--- config.mk ---
export PLATFORM = sky130hd
export DESIGN_NAME = mat_vec_res_unload
export DESIGN_NICKNAME = d
export VERILOG_FILES = /design/src/rtl/mat_vec_res_unload_pkg.sv /design/src/rtl/mat_vec_res_unload.sv
export SDC_FILE = /design/constraint.sdc
export NUM_CORES = 1
export LEC_CHECK = 0
export CAP_MARGIN = 20
export CORE_MARGIN = 2
export CORE_UTILIZATION = 50
export CTS_CLUSTER_SIZE = 16
export DETAILED_ROUTE_END_ITERATION = 10
export GPL_TIMING_DRIVEN = 0
export PLACE_DENSITY_LB_ADDON = 0.08
export SYNTH_ARGS = -nofsm -noshare
export SYNTH_HDL_FRONTEND = slang
export SYNTH_SLANG_ARGS = --single-unit
export TNS_END_PERCENT = 100
--- constraint.sdc ---
create_clock -name i_clk -period 3.35 [get_ports i_clk]
set_input_delay 0.67 -clock i_clk [delete_from_list [all_inputs] [get_ports i_clk]]
set_output_delay 0.67 -clock i_clk [all_outputs]
set_load 0.05 [all_outputs]
--- src/rtl/mat_vec_res_unload_pkg.sv ---
// Shared parameters for the result unloader: parameter-set tables,
// word/byte derivation, FSM state encoding and a clog2 helper.
package mat_vec_res_unload_pkg;

    typedef enum logic [2:0] {
        S_IDLE,
        S_FETCH,
        S_WAIT,
        S_SHIFT,
        S_DONE
    } state_t;

    function automatic int clog2(input int v);
        int r;
        r = 0;
        for (int i = 0; i < 31; i++) begin
            if ((1 << r) < v) r = r + 1;
        end
        return r;
    endfunction

    function automatic int vec_bytes(input string ps);
        if (ps == "L1") return 126;
        if (ps == "L3") return 193;
        if (ps == "L5") return 278;
        return 8;
    endfunction

    function automatic int nwords(input int vs, input int ngf);
        return (vs + ngf - 1) / ngf;
    endfunction

    function automatic int last_bytes(input int vs, input int ngf);
        return vs - (nwords(vs, ngf) - 1) * ngf;
    endfunction

    // Nominal width is clog2(VEC_SIZE_BYTES*8/PROC_SIZE); widened only if
    // the final (partial) word index would not otherwise fit.
    function automatic int addr_width(input int vs, input int ngf);
        int w;
        int m;
        w = clog2((vs * 8) / (ngf * 8));
        m = clog2(nwords(vs, ngf));
        if (m > w) w = m;
        if (w < 1) w = 1;
        return w;
    endfunction

endpackage

--- src/rtl/mat_vec_res_unload.sv ---
// Result unloader: reads multiplier result words and streams them out
// MSB-first as bytes over a valid/ready handshake, trimming tail padding.
module mat_vec_res_unload
    import mat_vec_res_unload_pkg::*;
#(
    parameter string PARAMETER_SET  = "L3",
    parameter int    VEC_SIZE_BYTES = vec_bytes(PARAMETER_SET),
    parameter int    N_GF           = 8,
    localparam int   PROC_SIZE      = N_GF * 8,
    localparam int   ADDR_W         = addr_width(VEC_SIZE_BYTES, N_GF)
) (
    input  logic                 i_clk,
    input  logic                 i_rst,
    input  logic                 i_start,
    output logic                 o_res_en,
    output logic [ADDR_W-1:0]    o_res_addr,
    input  logic [PROC_SIZE-1:0] i_res,
    output logic [7:0]           o_byte,
    output logic                 o_valid,
    input  logic                 i_ready,
    output logic                 o_last,
    output logic                 o_busy,
    output logic                 o_done
);

    localparam int NWORDS     = nwords(VEC_SIZE_BYTES, N_GF);
    localparam int LAST_BYTES = last_bytes(VEC_SIZE_BYTES, N_GF);
    localparam int CNT_W      = clog2(N_GF + 1);

    state_t                 r_state;
    state_t                 w_nxt_state;
    logic                   r_res_en;
    logic [ADDR_W-1:0]      r_res_addr;
    logic [PROC_SIZE-1:0]   r_shift;
    logic [CNT_W-1:0]       r_cnt;
    logic                   r_valid;
    logic                   r_last;
    logic                   r_busy;
    logic                   r_done;

    logic                   w_res_en;
    logic [ADDR_W-1:0]      w_res_addr;
    logic [PROC_SIZE-1:0]   w_shift;
    logic [CNT_W-1:0]       w_cnt;
    logic                   w_valid;
    logic                   w_last;
    logic                   w_busy;
    logic                   w_done;
    logic                   w_last_word;
    logic [CNT_W-1:0]       w_wbytes;

    // The address register doubles as the word index.
    assign w_last_word = (r_res_addr == ADDR_W'(NWORDS - 1));
    assign w_wbytes    = w_last_word ? CNT_W'(LAST_BYTES) : CNT_W'(N_GF);

    // State register.
    always_ff @(posedge i_clk or posedge i_rst) begin
        if (i_rst) r_state <= S_IDLE;
        else       r_state <= w_nxt_state;
    end

    // Next-state and next-output decode; every output is registered below.
    always_comb begin
        w_nxt_state = r_state;
        w_res_en    = 1'b0;
        w_res_addr  = r_res_addr;
        w_shift     = r_shift;
        w_cnt       = r_cnt;
        w_valid     = r_valid;
        w_last      = r_last;
        w_busy      = r_busy;
        w_done      = 1'b0;
        unique case (r_state)
            S_IDLE: begin
                if (i_start) begin
                    w_nxt_state = S_FETCH;
                    w_res_en    = 1'b1;
                    w_res_addr  = '0;
                    w_busy      = 1'b1;
                end
            end
            S_FETCH: begin
                w_nxt_state = S_WAIT;
            end
            S_WAIT: begin
                w_nxt_state = S_SHIFT;
                w_shift     = i_res;
                w_cnt       = '0;
                w_valid     = 1'b1;
                w_last      = w_last_word && (LAST_BYTES == 1);
            end
            S_SHIFT: begin
                if (r_valid && i_ready) begin
                    w_shift = {r_shift[PROC_SIZE-9:0], 8'h00};
                    w_cnt   = r_cnt + CNT_W'(1);
                    if (r_cnt == w_wbytes - CNT_W'(1)) begin
                        w_valid = 1'b0;
                        w_last  = 1'b0;
                        if (w_last_word) begin
                            w_nxt_state = S_DONE;
                            w_busy      = 1'b0;
                            w_done      = 1'b1;
                        end else begin
                            w_nxt_state = S_FETCH;
                            w_res_en    = 1'b1;
                            w_res_addr  = r_res_addr + ADDR_W'(1);
                        end
                    end else begin
                        w_last = w_last_word
                              && (r_cnt + CNT_W'(2) == w_wbytes);
                    end
                end
            end
            S_DONE: begin
                w_nxt_state = S_IDLE;
            end
            default: begin
                w_nxt_state = S_IDLE;
            end
        endcase
    end

    // Datapath and output registers.
    always_ff @(posedge i_clk or posedge i_rst) begin
        if (i_rst) begin
            r_res_en   <= 1'b0;
            r_res_addr <= '0;
            r_shift    <= '0;
            r_cnt      <= '0;
            r_valid    <= 1'b0;
            r_last     <= 1'b0;
            r_busy     <= 1'b0;
            r_done     <= 1'b0;
        end else begin
            r_res_en   <= w_res_en;
            r_res_addr <= w_res_addr;
            r_shift    <= w_shift;
            r_cnt      <= w_cnt;
            r_valid    <= w_valid;
            r_last     <= w_last;
            r_busy     <= w_busy;
            r_done     <= w_done;
        end
    end

    assign o_res_en   = r_res_en;
    assign o_res_addr = r_res_addr;
    assign o_byte     = r_shift[PROC_SIZE-1 -: 8];
    assign o_valid    = r_valid;
    assign o_last     = r_last;
    assign o_busy     = r_busy;
    assign o_done     = r_done;

endmodule

# After elaboration in Yosys (flattened, before gate mapping)
# Index checks and enable logic that the tools add are counted.
# totals
ff_bits	81
in_bits	68
output_inout_bits	18
word_cells	69
# classes
n_addsub	4
eq_ne	11
n_mux	35
n_reduce_logical	10
# ops
cell	count
$pmux W64 S2	1
$mux W64	1
$mux W5	4
$mux W1	16
$mux W3	4
$pmux W3 S4	1
$ne A2 B2 Y1 const B	5
$pmux W5 S2	1
$reduce_and A5 Y1	2
$eq A4 B4 Y1	2
$mux W4	2
$pmux W1 S2	4
$pmux W4 S2	1
$eq A3 B2 Y1 const B	2
$reduce_and A3 Y1	2
$add A5 B1 Y5 const B	1
$eq A5 B5 Y1 const B	1
$add A4 B1 Y4 const B	1
$add A4 B2 Y4 const B	1
$reduce_bool A2 Y1	2
$sub A4 B1 Y4 const B	1
$eq A3 B1 Y1 const B	1
$logic_not A3 Y1	1
$logic_and A1 B1 Y1	2
$reduce_and A2 Y1	1

# Depth between registers and ports, before layout
# Gate-level depths: netlist of run 1.
# depth
word_depth	7
depth_mapped	7
depth_no_buf	6

# Worst setup path before layout of run 1
# No wires, ideal clock.
# synth_path
kind	reg-to-reg
startpoint	register r_res_addr[0] (netlist: o_res_addr[0])
endpoint	register r_valid (netlist: o_valid)
setup_ps	118
arrival_time_ps	1734
t_required_ps	3232
setup_slack_ps	1498
stages_incl_launch_ff	7
n_path_buf	0
period_less_slack_ps	1852
cell_sequence	dfrtp_1 -> inv_1 -> ha_1 -> nand4b_2 -> mux2i_2 -> nand4b_1 -> a21o_1
# synth_via
elab_chain_len	6
# synth_lines
element	line_no	text
start, declared	mat_vec_res_unload.sv:33	logic [ADDR_W-1:0] r_res_addr;
start signal, assigned	mat_vec_res_unload.sv:136	r_res_addr <= w_res_addr;
$eq A5 B5 Y1	mat_vec_res_unload.sv:53	assign w_last_word = (r_res_addr == ADDR_W'(NWORDS - 1));
$mux W4	mat_vec_res_unload.sv:54	assign w_wbytes = w_last_word ? CNT_W'(LAST_BYTES) : CNT_W'(N_GF);
$sub A4 B1 Y4	mat_vec_res_unload.sv:96	if (r_cnt == w_wbytes - CNT_W'(1)) begin
$eq A4 B4 Y1	mat_vec_res_unload.sv:96	
$ne A2 B2 Y1 (no line)	--	
$reduce_and A3 Y1 (no line)	--	
end signal, assigned	mat_vec_res_unload.sv:139	r_valid <= w_valid;
end, declared	mat_vec_res_unload.sv:36	logic r_valid;
# Every way passes these cells.
# A chain may end at the register's enable or synchronous reset.

# Worst setup path after layout of run 1
# layout_path
startpoint	register r_shift[56]
endpoint	output o_byte[0]
# layout_lines
element	line_no	text
start, declared	mat_vec_res_unload.sv:34	logic [PROC_SIZE-1:0] r_shift;
start signal, assigned	mat_vec_res_unload.sv:137	r_shift <= w_shift;
end, declared	mat_vec_res_unload.sv:18	output logic [7:0] o_byte,
# No word-level cell between the ends.

==> run metrics, run 1 <==
main area contributors after synthesis dfrtp_1 (52%), mux2i_1 (15%), nand2_1 (8.5%); final setup violation count 0; CP max stage cell clkdlybuf4s50_1; CTS tree yes; sw power 1.32 mW; Post-synth top cells nand2_1 (87), dfrtp_1 (81), mux2i_1 (59); Sequential Power Share 40.3%; drt first-iter violations 208; DRC errors left 0; CP bufs+invs 2; number of global-route vias before repair 2919; drt total wl 8.24 mm; core area 7610 sq um; vias per cell 5.18; cts repair resizes 0; Final WS setup 1.08 ns; post-DP HPWL 6.11 mm; number of flops mapped to enable cells by yosys 0; Clock Skew 0.0119 ns; sequential area share after synthesis 52.5%; worst hold path type register to register; grt ovf 0; maximum root-to-sink buffer count 2; Synth Area in Adders 1.30%; cts hold-fix bufs 0; Final nets 544; Slew Viols, Final 0; count leader, synth nand2_1; Synth-to-Final Area Change 32.4%; final hold violations 0; outcome complete, no violations; clock latency on the worst-skew pair 0.35 ns; library cells used by synthesis 40; Initial Utilization 50.8%; syn avg cell area 10.3 sq um; Critical Path Start Type register; CP endpoint kind output port; die height 91.9 microns; gr usage total 20.8%; fmax 441 MHz; io pins 86; RSZ-0062 raised after global routing no; num rows 32; postcts setup bufs 0; Lkg Pwr 2.12 nW; worst slack, placed 1.05 ns; Max Cap Violations 0; Net Sw Frac 35.8%; ANT nets after route 0; Compound-Gate Fraction of Synth Area 10.8%; CP top delay family buffers and inverters; Yosys top cell by area dfrtp_1; die area 8440 sq um; mux cell area share after synthesis 15.9%; asr flop ratio synth 100%; minimum clock period 2.27 ns; Max H-tree Level 3; Post-Synthesis Cell Area 3860 sq um; Synth Area in Simple Gates 13.3%; Placer Congestion 0.813; final period utilization 67.7%; Max VDD drop 0.307 mV; clock slew at reported path FFs 0.08 ns; P per Cell Area 719 nW/um^2; # diodes 0; Combinational Power Share 36.3%; worst rel slew slack 66.7%; largest family of logic cells by synthesized area multiplexers; Pint 2.36 mW; CTS buffer count 9; Max Fanout on Critical Path 2; register bit total from synthesis 81; total power draw 3.68 mW; clock root buffer clkbuf_8; Die Wd 91.9 microns; initial antenna violation count 0; Fillers 643; Yosys top cell area share 52.5%; first-pass GRT wire length 14.0 mm; crit-path cells buf_4 -> clkdlybuf4s50_1; Crit Path Class register to output port; # clock sinks 81; Gate Count Post-Synth 375; Worst Path Arrival 1.60 ns; Vias 2993; Avg WL per Cell 14.3 microns; layout cells sized above 1 10.1%; CP required 2.68 ns; Clock power frac 23.4%; Post-Synth XOR/XNOR Area 0.454%; First-pass DRT Iterations 4; CP max stage delay 0.79 ns; Synthesis Warnings 0; Port Buffer Count 85; largest net degree at the start of global routing 64; Hold WS 0.483 ns; Main synth FF type dfrtp_1; Syn Nets 447; actual slew at the worst max-slew pin 0.498 ns
## cells in the final DEF (no fill, tap or decap), drive strengths merged, types with 3 or more instances in the layout
| cell | synthesis | layout |
|---|---|---|
| clkdlybuf4s50 | 0 | 85 |
| inv | 5 | 5 |
| nand3 | 3 | 3 |
| ha | 4 | 4 |
| dfrtp | 81 | 81 |
| mux2i | 60 | 60 |
| nor3 | 6 | 6 |
| buf | 25 | 26 |
| clkbuf | 5 | 15 |
| o21ai | 71 | 71 |
| bufinv | 0 | 3 |
| nand2 | 87 | 87 |
## worst paths after layout
path / start / end / slack [ns] / depth (start not counted)
worst max-delay path: r_shift[56]$_DFFE_PP0P_ / o_byte[0] / 1.08 / 2
worst min-delay path: r_shift[13]$_DFFE_PP0P_ / r_shift[13]$_DFFE_PP0P_ / 0.48 / 2
worst max register to register: o_res_addr[0]$_DFFE_PP0P_ / o_valid$_DFFE_PP0P_ / 1.65 / 6
worst min register to register: r_shift[13]$_DFFE_PP0P_ / r_shift[13]$_DFFE_PP0P_ / 0.48 / 2
max in group asynchronous: i_rst / r_shift[55]$_DFFE_PP0P_ / 2.16 / 3
min in group asynchronous: i_rst / r_shift[60]$_DFFE_PP0P_ / 0.61 / 2
## logic make-up after synthesis
family / Yosys count
AOI/OAI and AO/OA: 79
xor gates and xnor gates: 2
adders and majority gates: 4
buffers and inverters: 35
DFF: 81
muxes: 61
and+or+nand+nor: 113
## per-stage QoR
| stage | std cells | area, sq um | setup TNS (ns) | utilization [%] |
|---|---|---|---|---|
| 6_report | 578 | 5110 | 0 | 67.2 |
| 4_1_cts | 578 | 5110 | 0 | 67.2 |
| 3_3_place_gp | 562 | 4840 | -57.47 | 63.6 |
| 3_5_place_dp | 563 | 4870 | 0 | 64.0 |
| 5_1_grt | 578 | 5110 | 0 | 67.2 |
| 2_1_floorplan | 375 | 3860 | 0 | - |
## tightest hold or removal path, cell delays in order (launching register included)
cell and delay (ns):
dfrtp_1 0.35, nand2_1 0.04, o21ai_0 0.06
## registers in the layout, summed over array words and instances (netlist names)
signal / flops
r_state: 3
o_res_en: 1
o_res_addr: 5
o_last: 1
o_done: 1
r_shift: 64
o_valid: 1
r_cnt: 4
o_busy: 1
## power groups by stage
| stage | Clock (mW) | Sequential, mW | Combinational (mW) |
|---|---|---|---|
| after floorplan | 0 | 1.54 | 0.863 |
| after CTS | 0.871 | 1.48 | 1.35 |
| after detailed placement | 0 | 1.50 | 1.34 |
| after global placement | 0 | 1.48 | 1.31 |
| after global routing | 0.912 | 1.53 | 1.48 |
| final | 0.861 | 1.48 | 1.33 |
## metal layers
layer | GRT usage, % | vias to the layer above | wire length [microns]
met5 | 0 | - | 0
met1 | 29.4 | 1415 | 3940
met2 | 32.6 | 82 | 3790
met4 | 7.34 | 0 | 121
li1 | - | 1487 | -
met3 | 3.53 | 9 | 382
## final cells by class
class	instances	area (sq um)	share of cell area [%]
buffer	30	201	3.94
clock buffer	10	138	2.69
clock inverter	5	104	2.03
inverter	5	21.3	0.416
multi-input combinational	259	1610	31.6
sequential	81	2030	39.7
tap	102	128	2.50
timing repair buffer	86	878	17.2
Power figures use the tool's default switching activity.
==> run 2: changes to the inputs <==
Settings changed: CORE_UTILIZATION 50 to 46.
Clock period 3.35 ns to 1.9 ns, I/O delays scaled along.
==> run metrics, run 2 (synthesized netlist as in run 1, its figures left out) <==
first-pass GRT wire length 13.8 mm (-1.1%); First-pass DRT Iterations 4 (unchanged); worst rel slew slack 66.1% (-0.60 points); ANT nets after route 0 (unchanged); core area 8180 sq um (+7.5%); CP bufs+invs 1 (-1); flip-flop count of the largest register after layout 64 (unchanged); Die Wd 95.6 microns (+4.1%); CP top delay family buffers and inverters; Avg WL per Cell 14.5 microns (+1.4%); Reg area 2030 sq um (unchanged); Slew Viols, Final 0 (unchanged); initial antenna violation count 0 (unchanged); die area 9140 sq um (+8.3%); post-DP HPWL 6.48 mm (+6.1%); clock slew at reported path FFs 0.08 ns (about the same); Max H-tree Level 3 (unchanged); Hold WS 0.352 ns (-0.131 ns); final period utilization 96.4%; CP endpoint kind output port; # diodes 0 (unchanged); Vias 2959 (-1.1%); Max VDD drop 0.554 mV (+81%); clock latency on the worst-skew pair 0.34 ns (about the same); final hold violations 0 (unchanged); Max Cap Violations 0 (unchanged); # clock sinks 81 (unchanged); CP max stage cell clkdlybuf4s50_1; outcome complete, no violations; Post-Layout Cell Count 582 (+0.69%); Most flops, register r_shift; final setup violation count 0 (unchanged); drt first-iter violations 107 (-49%); placed cell count 567 (+0.71%); Initial Utilization 47.2% (-3.5 points); actual slew at the worst max-slew pin 0.508 ns (+0.0105 ns); minimum clock period 1.83 ns; CP max stage delay 0.79 ns (about the same); Placer Congestion 0.801 (-1.5%); most common cell after layout, fill and taps aside nand2_1; Port Buffer Count 85 (unchanged); layout cells sized above 1 9.85% (-0.23 points); Critical Path Start Type register; vias per cell 5.08 (-1.8%); Fillers 747 (+16%); num rows 33 (+3.1%); Final nets 545 (+0.18%); DRC errors left 0 (unchanged); post-route cell area 5080 sq um (-0.59%); CP required 1.52 ns (-1.16 ns); RSZ-0062 raised after global routing no; largest net degree at the start of global routing 39 (-39%); Lkg Pwr 2.16 nW (+1.9%); fmax 546 MHz; CTS tree yes; total power draw 6.20 mW (+69%); most frequent cells in the layout nand2_1 (87), dfrtp_1 (81), clkdlybuf4s50_1 (69); drt total wl 8.42 mm (+2.1%); postcts setup bufs 0 (unchanged); Max Fanout on Critical Path 1 (-1); Clock Skew 0.00962 ns (-0.00230 ns); stages on the worst setup path 1 (-1); Worst Path Arrival 1.45 ns (-0.15 ns); die height 95.6 microns (+4.1%); gr usage total 19.7% (-1.1 points); io pins 86 (unchanged); P per Cell Area 1220 nW/um^2 (+70%); area of the multi-input gates 1610 sq um (unchanged); final design utilization 62.2% (-5.0 points); FF-to-FF path depth 5 (-1); grt ovf 0 (unchanged); clock root buffer clkbuf_8; number of global-route vias before repair 2935 (+0.55%); crit-path cells clkdlybuf4s50_1; CTS buffer count 9 (unchanged); Crit Path Class register to output port; worst hold path type input pin to asynchronous set/reset pin; Synth-to-Final Area Change 31.6%; placed inst area 4890 sq um (+0.36%); maximum root-to-sink buffer count 2 (unchanged)
==> run 2: path summary, 6_finish.rpt <==
path / from / end / slack, ns
hold / removal: i_rst / r_shift[57]$_DFFE_PP0P_ / 0.35
min in group i_clk: r_shift[42]$_DFFE_PP0P_ / r_shift[42]$_DFFE_PP0P_ / 0.48
setup / recovery: o_done$_DFF_PP0_ / o_done / 0.07
hold reg to reg: r_shift[42]$_DFFE_PP0P_ / r_shift[42]$_DFFE_PP0P_ / 0.48
setup reg to reg: r_state[0]$_DFFE_PP0P_ / r_shift[61]$_DFFE_PP0P_ / 0.20
max in group asynchronous: i_rst / r_shift[42]$_DFFE_PP0P_ / 1.07
==> run 2: per-stage QoR <==
stage	worst slack, ns	setup TNS (ns)
floorplan	0.0476	0
global placement	-0.362	-32.15
global route	0.00634	0
finish	0.0682	0
detailed placement	-0.215	-4.72
CTS	0.00878	0
==> run 2: area by class of cell <==
class	instances	area share (%)
Sequential cell	81	39.9
Inverter	5	0.443
Buffer	30	3.96
Tap cell	105	2.59
Clock inverter	3	1.28
Timing Repair Buffer	87	17.2
Clock buffer	12	2.86
Multi-Input combinational cell	259	31.8
==> run 2: what timing repair did <==
action / CTS / global route
hold endpoints to repair: 0 / 0
endpoints found under the setup margin: 15 / 1
hold buffers: 0 / 0
gates resized for setup: 15 / 1
==> run 2: power breakdown <==
group	internal [mW]	switching (mW)	total (mW)	leakage, nW
registers	2.26	0.349	2.61	1.09
clock network	0.769	0.564	1.33	0.106
logic	0.913	1.35	2.27	0.965
==> run 2: per-layer routing <==
layer	GRT usage, %	routed length, microns	vias to the layer above
li1	-	-	1482
met1	26.5	3840	1401
met2	32.4	4060	67
met3	3.48	412	9
met4	6.43	99	0
met5	0	0	-
==> run 3: changes to the inputs <==
Settings changed: CORE_UTILIZATION 46 to 54.
Clock period 1.9 ns to 2.2 ns, I/O delays scaled along.
==> run metrics, run 3 (synthesized netlist as in run 1, its figures left out) <==
postcts setup bufs 0 (unchanged); clock latency on the worst-skew pair 0.36 ns (+0.02 ns); clock slew at reported path FFs 0.08 ns (about the same); Max VDD drop 0.474 mV (-14%); cts hold-fix bufs 0 (unchanged); Met3 Routed Length 372 microns (-9.7%); Slew Viols, Final 0 (unchanged); ANT nets after route 0 (unchanged); first-pass GRT wire length 13.8 mm (about the same); drt total wl 8.30 mm (-1.3%); Critical Path Start Type register; flop-to-flop setup slack 0.46 ns (+0.26 ns); final period utilization 93.4%; final setup violation count 0 (unchanged); maximum root-to-sink buffer count 2 (unchanged); cts repair resizes 0 (-15); most frequent cells in the layout nand2_1 (87), clkdlybuf4s50_1 (85), dfrtp_1 (81); worst hold path type register to register; Synth-to-Final Area Change 31.9%; worst rel slew slack 63.0% (-3.1 points); Initial Utilization 56.2% (+9.0 points); Crit Path Class register to output port; Hold WS 0.483 ns (+0.131 ns); core area 6870 sq um (-16%); CTS tree yes; drt first-iter violations 122 (+14%); grt ovf 0 (unchanged); CTS buffer count 9 (unchanged); Max Used Layer met4; initial antenna violation count 0 (unchanged); hold depth 2; CP max stage cell clkdlybuf4s50_1; Most flops, register r_shift; Worst Path Arrival 1.62 ns (+0.17 ns); actual slew at the worst max-slew pin 0.554 ns (+0.0454 ns); Die Wd 88.6 microns (-7.4%); First-pass DRT Iterations 4 (unchanged); CP top delay family buffers and inverters; # diodes 0 (unchanged); # clock sinks 81 (unchanged); Vias 3014 (+1.9%); Crit Reg-Reg Endpoint o_valid$_DFFE_PP0P_; CP endpoint kind output port; number of global-route vias before repair 3005 (+2.4%); CP required 1.76 ns (+0.24 ns); num rows 30 (-9.1%); Clock Skew 0.00888 ns (-0.000735 ns); minimum clock period 2.06 ns; RSZ-0062 raised after global routing no; Lkg Pwr 2.10 nW (-2.6%); io pins 86 (unchanged); hold path startpoint r_shift[59]$_DFFE_PP0P_; clock root buffer clkbuf_8; Max Cap Violations 0 (unchanged); gr usage total 23.2% (+3.5 points); final hold violations 0 (unchanged); hold endpoint r_shift[59]$_DFFE_PP0P_; Final WS setup 0.144 ns (+0.0759 ns); Max Fanout on Critical Path 2 (+1); Max H-tree Level 3 (unchanged); largest net degree at the start of global routing 32 (-18%); worst slack, placed 0.0899 ns (+0.305 ns); Metal-1 WL 3.87 mm (+0.65%); Placer Congestion 0.810 (+1.2%); met2 WL post-DR 3.94 mm (-2.9%); Final nets 545 (unchanged); crit-path cells buf_4 -> clkdlybuf4s50_1; CP bufs+invs 2 (+1); P per Cell Area 1080 nW/um^2 (-12%); CP max stage delay 0.79 ns (about the same); flip-flop count of the largest register after layout 64 (unchanged); Port Buffer Count 85 (unchanged); post-DP HPWL 6.30 mm (-2.8%); vias per cell 5.26 (+3.5%); outcome complete, no violations; final design utilization 74.2% (+12 points); FF-to-FF path depth 6 (+1); die height 88.6 microns (-7.4%); DRC errors left 0 (unchanged); layout cells sized above 1 10.3% (+0.42 points); die area 7840 sq um (-14%); total power draw 5.48 mW (-12%); Avg WL per Cell 14.5 microns (+0.22%); final setup TNS 0 ns (unchanged); most common cell after layout, fill and taps aside nand2_1; Reg-to-Reg Start o_res_addr[0]$_DFFE_PP0P_; fmax 486 MHz
-- run 3: cell types whose count changed in the layout (fill, tap and decap cells not counted), sizes merged --
cell,delta
clkdlybuf4s50,+16
dlygate4sd2,-15
clkbuf,-2
clkinvlp,+2
dlymetal6s2s,-1
-- run 3: where the power goes --
part	leakage, nW	switching, mW	internal [mW]
Sequential	1.09	0.301	1.95
Combinational	0.911	1.18	0.867
Clock	0.104	0.527	0.661
Total	2.10	2.01	3.48
-- run 3: stage by stage --
stage / instance area (sq um) / std cells
after floorplan: 3860 / 375
after CTS: 5090 / 573
after global placement: 4840 / 556
after detailed placement: 4880 / 558
final: 5090 / 573
after global routing: 5090 / 573
-- run 3: how the worst max path moves through the flow --
stage                                         start  slack [ns]                 endpoint  cells past startpoint
final                       r_shift[58]$_DFFE_PP0P_        0.14                o_byte[2]                      2
after CTS                   r_shift[58]$_DFFE_PP0P_        0.14                o_byte[2]                      2
after detailed placement                    i_ready        0.09  r_shift[58]$_DFFE_PP0P_                      5
after global placement                        i_rst       -0.08  r_shift[25]$_DFFE_PP0P_                      2
after global routing        r_shift[63]$_DFFE_PP0P_        0.10                o_byte[7]                      2
after floorplan           o_res_addr[0]$_DFFE_PP0P_        0.35      o_valid$_DFFE_PP0P_                      6
-- run 3: area by class of cell --
cell class	count	area (sq um)
Inverter	5	22.5
Clock buffer	10	138
Clock inverter	5	80.1
Sequential cell	81	2030
Timing Repair Buffer	87	891
Multi-Input combinational cell	259	1610
Fill cell	511	1780
Buffer	30	201
Tap cell	96	120
-- run 3: metal layers --
layer / track usage [%] / vias to the layer above
met5: 0 / -
met4: 8.68 / 0
met3: 5.50 / 9
li1: - / 1488
met2: 37.6 / 69
met1: 30.7 / 1448
-- run 3: tightest hold or removal path: cells and delay by family (launching register included) --
family | cells | cell delay (ns)
DFF | 1 | 0.35
AOI/OAI and AO/OA | 1 | 0.06
and+or+nand+nor | 1 | 0.04
